==> src/rtl/char_normalizer.sv <==
// Whitespace-canonicalising input stage with a DEPTH-entry FIFO feeding the begin/end checker.
// Optional build macro CHAR_NORM_LOWER_EN folds A-Z to a-z before buffering.
module char_normalizer #(
    parameter int unsigned DEPTH = 8,
    localparam int unsigned AW = $clog2(DEPTH)
) (
    input  logic        clk,
    input  logic        reset,
    input  logic [7:0]  in,
    input  logic        in_valid,
    output logic        in_ready,
    output logic [7:0]  out,
    output logic        out_valid,
    input  logic        out_ready,
    output logic [15:0] drop_cnt
);

    localparam int unsigned PW = AW + 1;

    logic [PW-1:0] wr_ptr;
    logic [PW-1:0] rd_ptr;
    logic [7:0]    mem [DEPTH];
    logic          last_sp;

    logic       full;
    logic       empty;
    logic       take;
    logic       is_ws;
    logic       is_print;
    logic [7:0] mapped;
    logic       wr_en;
    logic       drop;
    logic       rd_en;

    // Pointer MSB separates the full and empty cases when the index bits match.
    assign full      = (wr_ptr == {~rd_ptr[AW], rd_ptr[AW-1:0]});
    assign empty     = (wr_ptr == rd_ptr);
    assign in_ready  = !full;
    assign out_valid = !empty;
    assign out       = mem[rd_ptr[AW-1:0]];

    assign take  = in_valid && in_ready;
    assign rd_en = out_valid && out_ready;

    // Byte classification and mapping to the canonical character.
    always_comb begin
        is_ws    = (in == 8'h20) || (in == 8'h09) || (in == 8'h0A) || (in == 8'h0D);
        is_print = (in >= 8'h21) && (in <= 8'h7E);
`ifdef CHAR_NORM_LOWER_EN
        if ((in >= 8'h41) && (in <= 8'h5A)) begin
            mapped = in + 8'h20;
        end else begin
            mapped = in;
        end
`else
        mapped = in;
`endif
        if (is_ws) begin
            mapped = 8'h20;
        end
    end

    // A space is only buffered when the previous buffered char was printable.
    assign wr_en = take && (is_print || (is_ws && !last_sp));
    assign drop  = take && !is_ws && !is_print;

    always_ff @(posedge clk) begin
        if (reset) begin
            wr_ptr   <= '0;
            rd_ptr   <= '0;
            last_sp  <= 1'b1;
            drop_cnt <= '0;
        end else begin
            if (wr_en) begin
                wr_ptr <= wr_ptr + PW'(1);
            end
            if (rd_en) begin
                rd_ptr <= rd_ptr + PW'(1);
            end
            if (take && is_ws) begin
                last_sp <= 1'b1;
            end else if (take && is_print) begin
                last_sp <= 1'b0;
            end
            if (drop && (drop_cnt != 16'hFFFF)) begin
                drop_cnt <= drop_cnt + 16'd1;
            end
        end
    end

    // Storage is not reset; only the pointers define valid contents.
    always_ff @(posedge clk) begin
        if (!reset && wr_en) begin
            mem[wr_ptr[AW-1:0]] <= mapped;
        end
    end

endmodule

==> config.mk <==
export PLATFORM = sky130hd
export DESIGN_NAME = char_normalizer
export DESIGN_NICKNAME = d
export VERILOG_FILES = /design/src/rtl/char_normalizer.sv
export SDC_FILE = /design/constraint.sdc
export NUM_CORES = 1
export LEC_CHECK = 0
export ABC_CLOCK_PERIOD_IN_PS = 3700
export BUFFER_PORTS_ARGS = -buffer_cell sky130_fd_sc_hd__buf_2
export CAP_MARGIN = 0
export CELL_PAD_IN_SITES_DETAIL_PLACEMENT = 0
export CELL_PAD_IN_SITES_GLOBAL_PLACEMENT = 1
export CORE_ASPECT_RATIO = 1.4
export CORE_UTILIZATION = 30
export CTS_CLUSTER_SIZE = 28
export DETAILED_ROUTE_END_ITERATION = 12
export PLACE_DENSITY_LB_ADDON = 0.25
export SYNTH_ARGS = -nofsm -noshare
export SYNTH_HDL_FRONTEND = slang
export SYNTH_SLANG_ARGS = --single-unit
==> constraint.sdc <==
create_clock -name clk -period 3.7 [get_ports clk]
set_clock_uncertainty 0.2 [all_clocks]
set_input_delay 0.555 -clock clk [delete_from_list [all_inputs] [get_ports clk]]
set_output_delay 0.555 -clock clk [all_outputs]
set_load 0.02 [all_outputs]
==> results.tsv, run 1 <==
stage	metric	value	unit
run_status	outcome	finished, final reports clean	
global_routing	grt.met1_usage	14.1	%
clock_tree	cts-resized-gates	0	
synth	synth_fp_nets	317	
sta	setup_viol	0	
detailed_routing	vias	2633	
synth	async_flop_share	0	%
clock_tree	clk_path_buf_depth	2	
finish	final_area	4840	um^2
synth	postSynthAreaPerCell	13.7	um^2
floorplanning	die_area	14300	um^2
clock_tree	clk_latency	350	ps
global_routing	grt_pass1_vias	2546	
worst_setup_path	max_stage_delay	840	ps
synth	synth_edf_count	64	
min_path	hp-class	reg2reg	
finish	area_delta_synth_final	16.9	%
clock_tree	cts_tree	done	
sta	rsz0062_at_grt	false	
sta	whs	300	ps
synth	ys.flop_type	edfxtp_1	
sta	fmax	350	MHz
global_routing	grtUsageMet3	2.88	%
clock_tree	numClockSinks	92	
clock_tree	cts_setup_buffers	0	
worst_setup_path	critPathMaxFanout	16	
sta	report.final.slew_viol_count	0	
worst_setup_path	worstSetupPathType	reg2out	
worst_setup_path	cp-start-kind	flip-flop	
power_and_ir_drop	vdd_ir_drop_max	187	uV
detailed_routing	drc	0	
place	gp_congestion	0.780	
global_routing	grt_max_degree	39	
detailed_routing	dr.first_iter.drc_count	103	
power_and_ir_drop	leakagePower	1.66	nW
place	dp_hpwl	6250	um
synth	synth_area	4140	um^2
worst_setup_path	timing.critical_path.buf_inv	1	
power_and_ir_drop	power_density	457	nW/um^2
floorplanning	die_x	101	um
sta	worst-slew-pin-transition	796	ps
floorplanning	initial_utilization	30.8	%
clock_tree	clkTransAtPathRegs	70	ps
detailed_routing	vias_per_cell	4.99	
power_and_ir_drop	power.total	2.21	mW
global_routing	grt_usage	13.6	%
worst_setup_path	crit_required	2940	ps
finish	drive_gt1_share	30.3	%
sta	fin_crit_sh	77.2	%
global_routing	busiest_layer	met2	
place	portBuffers	37	
sta	maxSlewHeadroom	46.9	%
place	placed_cells	512	
clock_tree	postCtsHoldBufs	0	
worst_setup_path	critPathArrivalTime	2100	ps
finish	final_common_cell	edfxtp_1	
worst_setup_path	cpMaxStageDelayCell	dfxtp_1	
floorplanning	io_pins	38	
clock_tree	cts_root_buf	clkbuf_16	
global_routing	gr-total-overflow	0	
floorplanning	fp-row-count	50	
detailed_routing	wl_per_cell	17.1	um
finish	mostFrequentLayoutCells	64 x edfxtp_1, 37 x buf_2, 28 x dfxtp_1	
worst_setup_path	crit_path_cell_trace	mux4_2 -> mux2_2 -> buf_2	
sta	finalCriticalPeriod	2860	ps
floorplanning	die_h	141	um
synth	yosysUniqueCellTypes	49	
detailed_routing	first_pass_iters	4	
detailed_routing	wirelength	9030	um
worst_setup_path	cp_top_family	flip-flops	
clock_tree	numCtsBuffers	9	
synth	ys.warnings.count	0	
worst_setup_path	cp-end-kind	primary output	
finish	final_cells	528	
finish	antenna_cells	0	
synth	yosys_register_bits	92	
global_routing	use_met2	25.7	%
global_routing	antenna_found_initial	1	
finish	nNetsFinal	356	
place	place_area	4560	um^2
run	cap_viol_max_count	0	
detailed_routing	final_antenna_net_count	0	
synth	synth_cells	302	
sta	hold_violations	0	
synth	ys_seq_area_share	59.9	%
clock_tree	h-tree-depth	3	
global_routing	grt_pass1_wl	14000	um
sta	setup_tns	0	ps
floorplanning	core	13500	um^2
[metrics by stage]
stage / setup slack (ps) / util [%]
2_1_floorplan: 447 / -
3_3_place_gp: 758 / 33.9
3_5_place_dp: 670 / 33.9
4_1_cts: 778 / 36.0
5_1_grt: 725 / 36.0
6_report: 844 / 36.0
[kinds of logic (layout without fill, tap and decap cells)]
kind of cell | after synthesis | after routing | synth area share, %
and+or+nand+nor | 118 | 118 | 16.2
DFF | 92 | 92 | 59.9
AOI/OAI and AO/OA | 19 | 19 | 3.60
xor gates and xnor gates | 6 | 6 | 1.27
adders and majority gates | 3 | 3 | 0.906
muxes | 41 | 41 | 15.4
buffers and inverters | 23 | 67 | 2.72
[report_power, final]
group | total, mW | switching [mW] | leakage, nW | internal, mW
registers | 1.13 | 0.0159 | 0.803 | 1.11
logic | 0.204 | 0.116 | 0.720 | 0.0872
clock network | 0.880 | 0.410 | 0.140 | 0.470
total | 2.21 | 0.542 | 1.66 | 1.67
[registers in the layout, summed over array words and instances, names as in the netlist, named ones only]
name and count:
drop_cnt 16, last_sp 1, mem 64, rd_ptr 4, wr_ptr 4
[worst reg2reg max path, cell delays in order (launching register included)]
cell and delay, ps:
dfxtp_1 610, xnor2_1 200, nand4_1 260, inv_1 70, o31a_1 450, nor4b_2 330
buf_4 220
[cells in the mapped netlist (2+ instances only)]
library cell | instances | area [um^2]
and2_1 | 4 | 25.0
edfxtp_1 | 64 | 1920
nand4b_1 | 2 | 17.5
dfxtp_1 | 28 | 561
xor2_1 | 3 | 26.3
buf_2 | 3 | 15.0
inv_1 | 4 | 15.0
or2_2 | 2 | 12.5
nand2b_1 | 2 | 12.5
nor4b_1 | 3 | 26.3
mux2_1 | 5 | 56.3
buf_1 | 2 | 7.51
mux2i_1 | 3 | 30.0
and4_1 | 3 | 26.3
buf_4 | 2 | 15.0
mux4_2 | 16 | 360
nor2b_1 | 13 | 81.3
and3_1 | 5 | 31.3
ha_1 | 3 | 37.5
a21oi_1 | 5 | 25.0
or4_1 | 3 | 22.5
mux2_2 | 17 | 191
nand3_1 | 10 | 50.1
buf_6 | 2 | 22.5
nor4_1 | 12 | 75.1
nand2_1 | 16 | 60.1
xnor2_1 | 3 | 26.3
nor2_1 | 21 | 78.8
clkbuf_1 | 10 | 37.5
o31ai_1 | 4 | 30.0
nand4_1 | 9 | 56.3
nor3_1 | 6 | 30.0
[per-layer routing]
metal  up-vias  wire (um)
met5         -          0
li1       1249          -
met1      1315       3450
met3        10        313
met2        59       5100
met4         0        166
[cell type report]
cell class	count	area (um^2)
Fill cell	1313	8610
Sequential cell	92	2480
Multi-Input combinational cell	187	1570
Clock inverter	6	55.1
Inverter	4	15.0
Clock buffer	10	229
Tap cell	182	228
Timing Repair Buffer	47	260
[worst paths after layout]
check	cells past startpoint	slack [ps]	to	startpoint
max	3	840	out[0]	flip-flop
min	1	300	last_sp	last_sp
max reg2reg	6	1060	mem[5][7]	wr_ptr[1]
min reg2reg	1	300	last_sp	last_sp
(Power assumes the default switching activity.)
==> inputs of run 2 (changes only) <==
--- a/config.mk
+++ b/config.mk
@@ -5,7 +5,8 @@
 export SDC_FILE = /design/constraint.sdc
 export NUM_CORES = 1
 export LEC_CHECK = 0
-export ABC_CLOCK_PERIOD_IN_PS = 3700
+export ABC_AREA = 1
+export ABC_CLOCK_PERIOD_IN_PS = 2500
 export BUFFER_PORTS_ARGS = -buffer_cell sky130_fd_sc_hd__buf_2
 export CAP_MARGIN = 0
 export CELL_PAD_IN_SITES_DETAIL_PLACEMENT = 0
==> constraint.sdc (replaced) <==
create_clock -name clk -period 2.5 [get_ports clk]
set_clock_uncertainty 0.2 [all_clocks]
set_input_delay 0.375 -clock clk [delete_from_list [all_inputs] [get_ports clk]]
set_output_delay 0.375 -clock clk [all_outputs]
set_load 0.02 [all_outputs]
==> run 2 against run 1 <==
  * Combinational power rose to 2.9 times the previous value
  * Non-clock buffer count increased by 14
  * Clock power is 50% higher
  * Setup slack lost 710 ps
  * Highest routed layer unchanged
  * Clock-buffer cell count shrank 1
  * Cell count up 41%
==> results.tsv, run 2 <==
stage	metric	value	unit
clock_tree	numClockSinks	92	
power_and_ir_drop	leakagePower	2.08	nW
synth	ys.warnings.count	0	
global_routing	grt_pass1_vias	3344	
place	dp_hpwl	7810	um
finish	final_common_cell	nor2_1	
synth	synth_cells	494	
global_routing	gr-total-overflow	0	
synth	yosys-top-cells-area	edfxtp_1 44%, dfxtp_1 13%, nor2_1 9.3%, nand2_1 7.8%, o21ai_0 4.3%	
detailed_routing	wirelength	10500	um
global_routing	grt_usage	14.6	%
floorplanning	die_x	104	um
synth	synth_most_common_cell	nor2_1	
min_path	hp-class	in2reg	
synth	synth_edf_count	64	
floorplanning	core	14400	um^2
sta	finalCriticalPeriod	2370	ps
floorplanning	die_area	15200	um^2
power_and_ir_drop	sw_frac_of_total	28.9	%
power_and_ir_drop	combPwrFrac	16.4	%
run_status	outcome	finished, final reports clean	
worst_setup_path	cp-end-kind	primary output	
sta	fin_crit_sh	94.6	%
synth	synth_top_area_cell	edfxtp_1	
synth	yosysTopAreaCellShare	43.6	%
worst_setup_path	worstSetupPathType	reg2out	
detailed_routing	top_layer	met4	
global_routing	grt_max_degree	33	
worst_setup_path	rr_startpoint	wr_ptr[2]	
global_routing	antenna_found_initial	0	
clock_tree	clkTransAtPathRegs	70	ps
worst_setup_path	crit_required	1920	ps
detailed_routing	dr.first_iter.drc_count	140	
clock_tree	cts_tree	done	
sta	maxSlewHeadroom	68.5	%
power_and_ir_drop	power_density	689	nW/um^2
finish	nNetsFinal	563	
synth	ys_top_cells_by_count	109 x nor2_1, 92 x nand2_1, 64 x edfxtp_1	
detailed_routing	wl_per_cell	14.2	um
finish	multi_input_area	1630	um^2
power_and_ir_drop	seqPwrFrac	46.9	%
clock_tree	clk_latency	330	ps
clock_tree	numCtsBuffers	9	
detailed_routing	first_pass_iters	6	
detailed_routing	drc	0	
clock_tree	cts_root_buf	clkbuf_16	
worst_setup_path	critPathArrivalTime	1790	ps
min_path	hp-start	reset	
power_and_ir_drop	vdd_ir_drop_max	400	uV
global_routing	grt_pass1_wl	17200	um
detailed_routing	vias_per_cell	4.53	
detailed_routing	wirelength_met1	4550	um
finish	final_cells	742	
sta	worst-slew-pin-transition	472	ps
floorplanning	fp-row-count	52	
sta	hold_violations	0	
finish	drive_gt1_share	20.3	%
detailed_routing	wl_met2	5610	um
clock_tree	clk_path_buf_depth	2	
finish	antenna_cells	0	
place	portBuffers	37	
finish	seqCellArea	2480	um^2
synth	yosysUniqueCellTypes	30	
worst_setup_path	cp-start-kind	flip-flop	
synth	ys.flop_type	edfxtp_1	
synth	async_flop_share	0	%
sta	setup_viol	0	
finish	area_delta_synth_final	18.4	%
power_and_ir_drop	p_clk_share	36.8	%
sta	report.final.slew_viol_count	0	
floorplanning	initial_utilization	30.7	%
run	cap_viol_max_count	0	
detailed_routing	dr_wl_met3	250	um
power_and_ir_drop	p_sw	1.04	mW
detailed_routing	vias	3360	
synth	ys_seq_area_share	56.3	%
finish	fillers	1502	
floorplanning	io_pins	38	
power_and_ir_drop	internal_power	2.56	mW
synth	synth_fp_nets	509	
clock_tree	h-tree-depth	3	
synth	yosys_register_bits	92	
place	placed_cells	724	
place	gp_congestion	0.762	
finish	largest_reg_flops	64	
synth	synth_area	4410	um^2
power_and_ir_drop	power.total	3.60	mW
detailed_routing	final_antenna_net_count	0	
worst_setup_path	critPathMaxFanout	32	
sta	setup_tns	0	ps
synth	postSynthAreaPerCell	8.93	um^2
sta	fmax	423	MHz
floorplanning	die_h	145	um
finish	mostFrequentLayoutCells	109 x nor2_1, 92 x nand2_1, 64 x edfxtp_1	
[run 2: logic make-up after synthesis]
logic type | Yosys count | synth area share, %
flops | 92 | 56.3
xor+xnor | 5 | 0.993
simple gates | 256 | 26.7
compound gates | 68 | 8.43
fa+ha+maj | 3 | 0.851
buf+inv | 70 | 6.72
[run 2: power by group through the flow]
stage	Combinational [mW]	Sequential [mW]	Clock [mW]
final	0.589	1.69	1.32
after global routing	0.653	1.69	1.42
after CTS	0.579	1.69	1.35
after detailed placement	0.577	1.72	0
after global placement	0.574	1.72	0
after floorplan	0.391	1.72	0
[run 2: metrics by stage]
stage / utilization [%] / hold slack, ps / cell area [um^2] / setup WS (ps)
floorplan: - / 240 / 4410 / 306
global placement: 34.0 / 253 / 4900 / 272
detailed placement: 34.0 / 261 / 4900 / 231
CTS: 36.1 / 153 / 5190 / 50.4
global route: 36.3 / 163 / 5220 / -7.84
finish: 36.3 / 160 / 5220 / 135
[run 2: layout make-up]
class                      instances  share of cell area [%]
clock inverter                     7                    1.25
timing repair buffer              61                    7.31
tap                              189                    4.53
clock buffer                       9                    4.31
sequential                        92                    47.5
inverter                          52                    3.81
multi-input combinational        332                    31.2
[run 2: per-layer routing]
| layer | GRT usage, % | up-vias |
|---|---|---|
| li1 | - | 1735 |
| met1 | 16.7 | 1567 |
| met2 | 27.5 | 51 |
| met3 | 2.69 | 7 |
| met4 | 4.00 | 0 |
| met5 | 0 | - |
[run 2: critical path, stage by stage (launching register included)]
cell     delay, ps
dfxtp_1        360
buf_6          230
o21ai_0        180
o22ai_1        240
nor2_1          80
a31oi_1        170
buf_2          190
[run 2: timing repair]
| action | in CTS | in global routing |
|---|---|---|
| buffers inserted | 0 | 2 |
| endpoints found under the setup margin | 0 | 7 |
| hold buffers | 0 | 0 |
| gates resized for setup | 0 | 2 |
[run 2: path summary, 6_finish.rpt]
kind	endpoint	slack, ps	depth (start not counted)
setup / recovery	out[5]	130	6
hold / removal	drop_cnt[14]	160	2
setup reg to reg	mem[5][0]	480	9
hold reg to reg	last_sp	270	2
==> inputs of run 3 (changes only) <==
--- a/config.mk
+++ b/config.mk
@@ -6,7 +6,7 @@
 export NUM_CORES = 1
 export LEC_CHECK = 0
 export ABC_AREA = 1
-export ABC_CLOCK_PERIOD_IN_PS = 2500
+export ABC_CLOCK_PERIOD_IN_PS = 3000
 export BUFFER_PORTS_ARGS = -buffer_cell sky130_fd_sc_hd__buf_2
 export CAP_MARGIN = 0
 export CELL_PAD_IN_SITES_DETAIL_PLACEMENT = 0
@@ -16,6 +16,7 @@
 export CTS_CLUSTER_SIZE = 28
 export DETAILED_ROUTE_END_ITERATION = 12
 export PLACE_DENSITY_LB_ADDON = 0.25
+export RECOVER_POWER = 100
 export SYNTH_ARGS = -nofsm -noshare
 export SYNTH_HDL_FRONTEND = slang
 export SYNTH_SLANG_ARGS = --single-unit
==> constraint.sdc (replaced) <==
create_clock -name clk -period 3 [get_ports clk]
set_clock_uncertainty 0.2 [all_clocks]
set_input_delay 0.45 -clock clk [delete_from_list [all_inputs] [get_ports clk]]
set_output_delay 0.45 -clock clk [all_outputs]
set_load 0.02 [all_outputs]
==> run 3 against run 2 <==
  * Via count increased by 0.36%
  * Cell count is 0.81% lower
  * Routed wire length grew 1.4%
  * Sequential share of layout area is 1.9 points higher
  * Non-clock buffer count is 6 lower
  * Highest routed layer unchanged
  * Critical endpoint is now out[4]
==> results.tsv, run 3 (synthesized netlist as in run 2, its figures left out) <==
stage	metric	value	unit
min_path	hp-class	in2reg	
detailed_routing	drc	0	
sta	fin_crit_sh	92.9	%
run	cap_viol_max_count	0	
global_routing	antenna_found_initial	0	
place	place_area	4870	um^2
global_routing	grt_max_degree	33	
detailed_routing	wl_per_cell	14.5	um
sta	setup_tns	0	ps
worst_setup_path	critPathArrivalTime	2140	ps
detailed_routing	dr.first_iter.drc_count	148	
finish	mostFrequentLayoutCells	112 x nor2_1, 96 x nand2_1, 64 x edfxtp_1	
clock_tree	cts-resized-gates	0	
worst_setup_path	cp_top_family	compound AO/OA/AOI/OAI gates	
floorplanning	io_pins	38	
clock_tree	h-tree-depth	3	
floorplanning	fp-row-count	52	
worst_setup_path	cp-end-kind	primary output	
clock_tree	clk_path_buf_depth	2	
detailed_routing	vias_per_cell	4.58	
finish	area_delta_synth_final	13.9	%
finish	largest_reg_flops	64	
clock_tree	clk_latency	340	ps
worst_setup_path	cp-start-kind	flip-flop	
finish	utilization	34.9	%
finish	antenna_cells	0	
floorplanning	initial_utilization	30.7	%
sta	rsz0062_at_grt	false	
detailed_routing	wl_met2	5760	um
sta	worst-slew-pin-transition	683	ps
run_status	outcome	finished, final reports clean	
floorplanning	core	14400	um^2
worst_setup_path	cp.depth	6	
worst_setup_path	timing.critical_path.buf_inv	2	
clock_tree	cts_setup_buffers	0	
finish	final_common_cell	nor2_1	
power_and_ir_drop	vdd_ir_drop_max	245	uV
clock_tree	numCtsBuffers	9	
min_path	min_path_cells	2	
clock_tree	cts_root_buf	clkbuf_16	
global_routing	gr-total-overflow	0	
detailed_routing	dr_wl_met3	329	um
place	portBuffers	37	
sta	finalCriticalPeriod	2790	ps
detailed_routing	wirelength_met1	4380	um
clock_tree	clkTransAtPathRegs	70	ps
global_routing	grt_pass1_wl	17200	um
detailed_routing	top_layer	met4	
worst_setup_path	worstSetupPathType	reg2out	
finish	nNetsFinal	557	
detailed_routing	vias	3372	
worst_setup_path	cpMaxStageDelayCell	dfxtp_1	
clock_tree	cts_tree	done	
floorplanning	die_area	15200	um^2
global_routing	grt_usage	14.8	%
worst_setup_path	max_stage_delay	420	ps
power_and_ir_drop	power_density	591	nW/um^2
sta	report.final.slew_viol_count	0	
floorplanning	die_x	104	um
worst_setup_path	crit_path_cell_trace	inv_1 -> o21ai_0 -> o22ai_1 -> nor2_1 -> a31oi_1 -> clkbuf_2	
worst_setup_path	crit_required	2350	ps
detailed_routing	wirelength	10700	um
floorplanning	die_h	145	um
clock_tree	postCtsHoldBufs	0	
detailed_routing	final_antenna_net_count	0	
worst_setup_path	critPathMaxFanout	16	
global_routing	grt_pass1_vias	3243	
sta	maxSlewHeadroom	54.4	%
finish	final_area	5020	um^2
place	gp_congestion	0.773	
worst_setup_path	reg2reg_depth	10	
power_and_ir_drop	leakagePower	1.91	nW
detailed_routing	first_pass_iters	7	
sta	hold_violations	0	
clock_tree	numClockSinks	92	
place	dp_hpwl	7860	um
sta	setup_viol	0	
sta	fmax	359	MHz
finish	drive_gt1_share	11.2	%
[run 3: cell count changes in the layout (fill, tap and decap cells not counted), moves of 4 or more]
cell / change
buf_2: -28
buf_4: -13
clkbuf_1: +30
clkbuf_2: +7
nand2_1: +4
[run 3: cell type report]
type	count	area, um^2
fillers	1560	9360
flip-flops and latches	92	2480
multi-input cells	332	1560
repair buffers	55	260
well taps	189	236
clock buffers	9	225
inverters	52	195
clock inverters	7	66.3
[run 3: path summary, 6_finish.rpt]
kind / start / to / slack (ps)
hold reg to reg: last_sp / last_sp / 270
setup / recovery: flip-flop / out[4] / 210
setup reg to reg: wr_ptr[0] / mem[6][0] / 590
hold / removal: reset / drop_cnt[11] / 240
[run 3: layer usage]
layer	global-route usage, %	vias up
met5	0	-
met4	5.14	0
met3	3.22	10
met2	27.2	66
met1	16.7	1578
li1	-	1718
[run 3: power by group]
group,total (mW),switching (mW),internal (mW)
Clock,1.10,0.521,0.583
Sequential,1.41,0.0294,1.38
Combinational,0.453,0.324,0.130
[run 3: stage by stage]
stage	worst slack, ps	instances	total power [mW]	hold WS, ps
2_1_floorplan	731	494	1.76	240
3_5_place_dp	514	720	1.93	258
6_report	214	736	2.97	239
3_3_place_gp	544	720	1.93	250
5_1_grt	25.0	736	3.11	240
4_1_cts	202	736	3.03	226
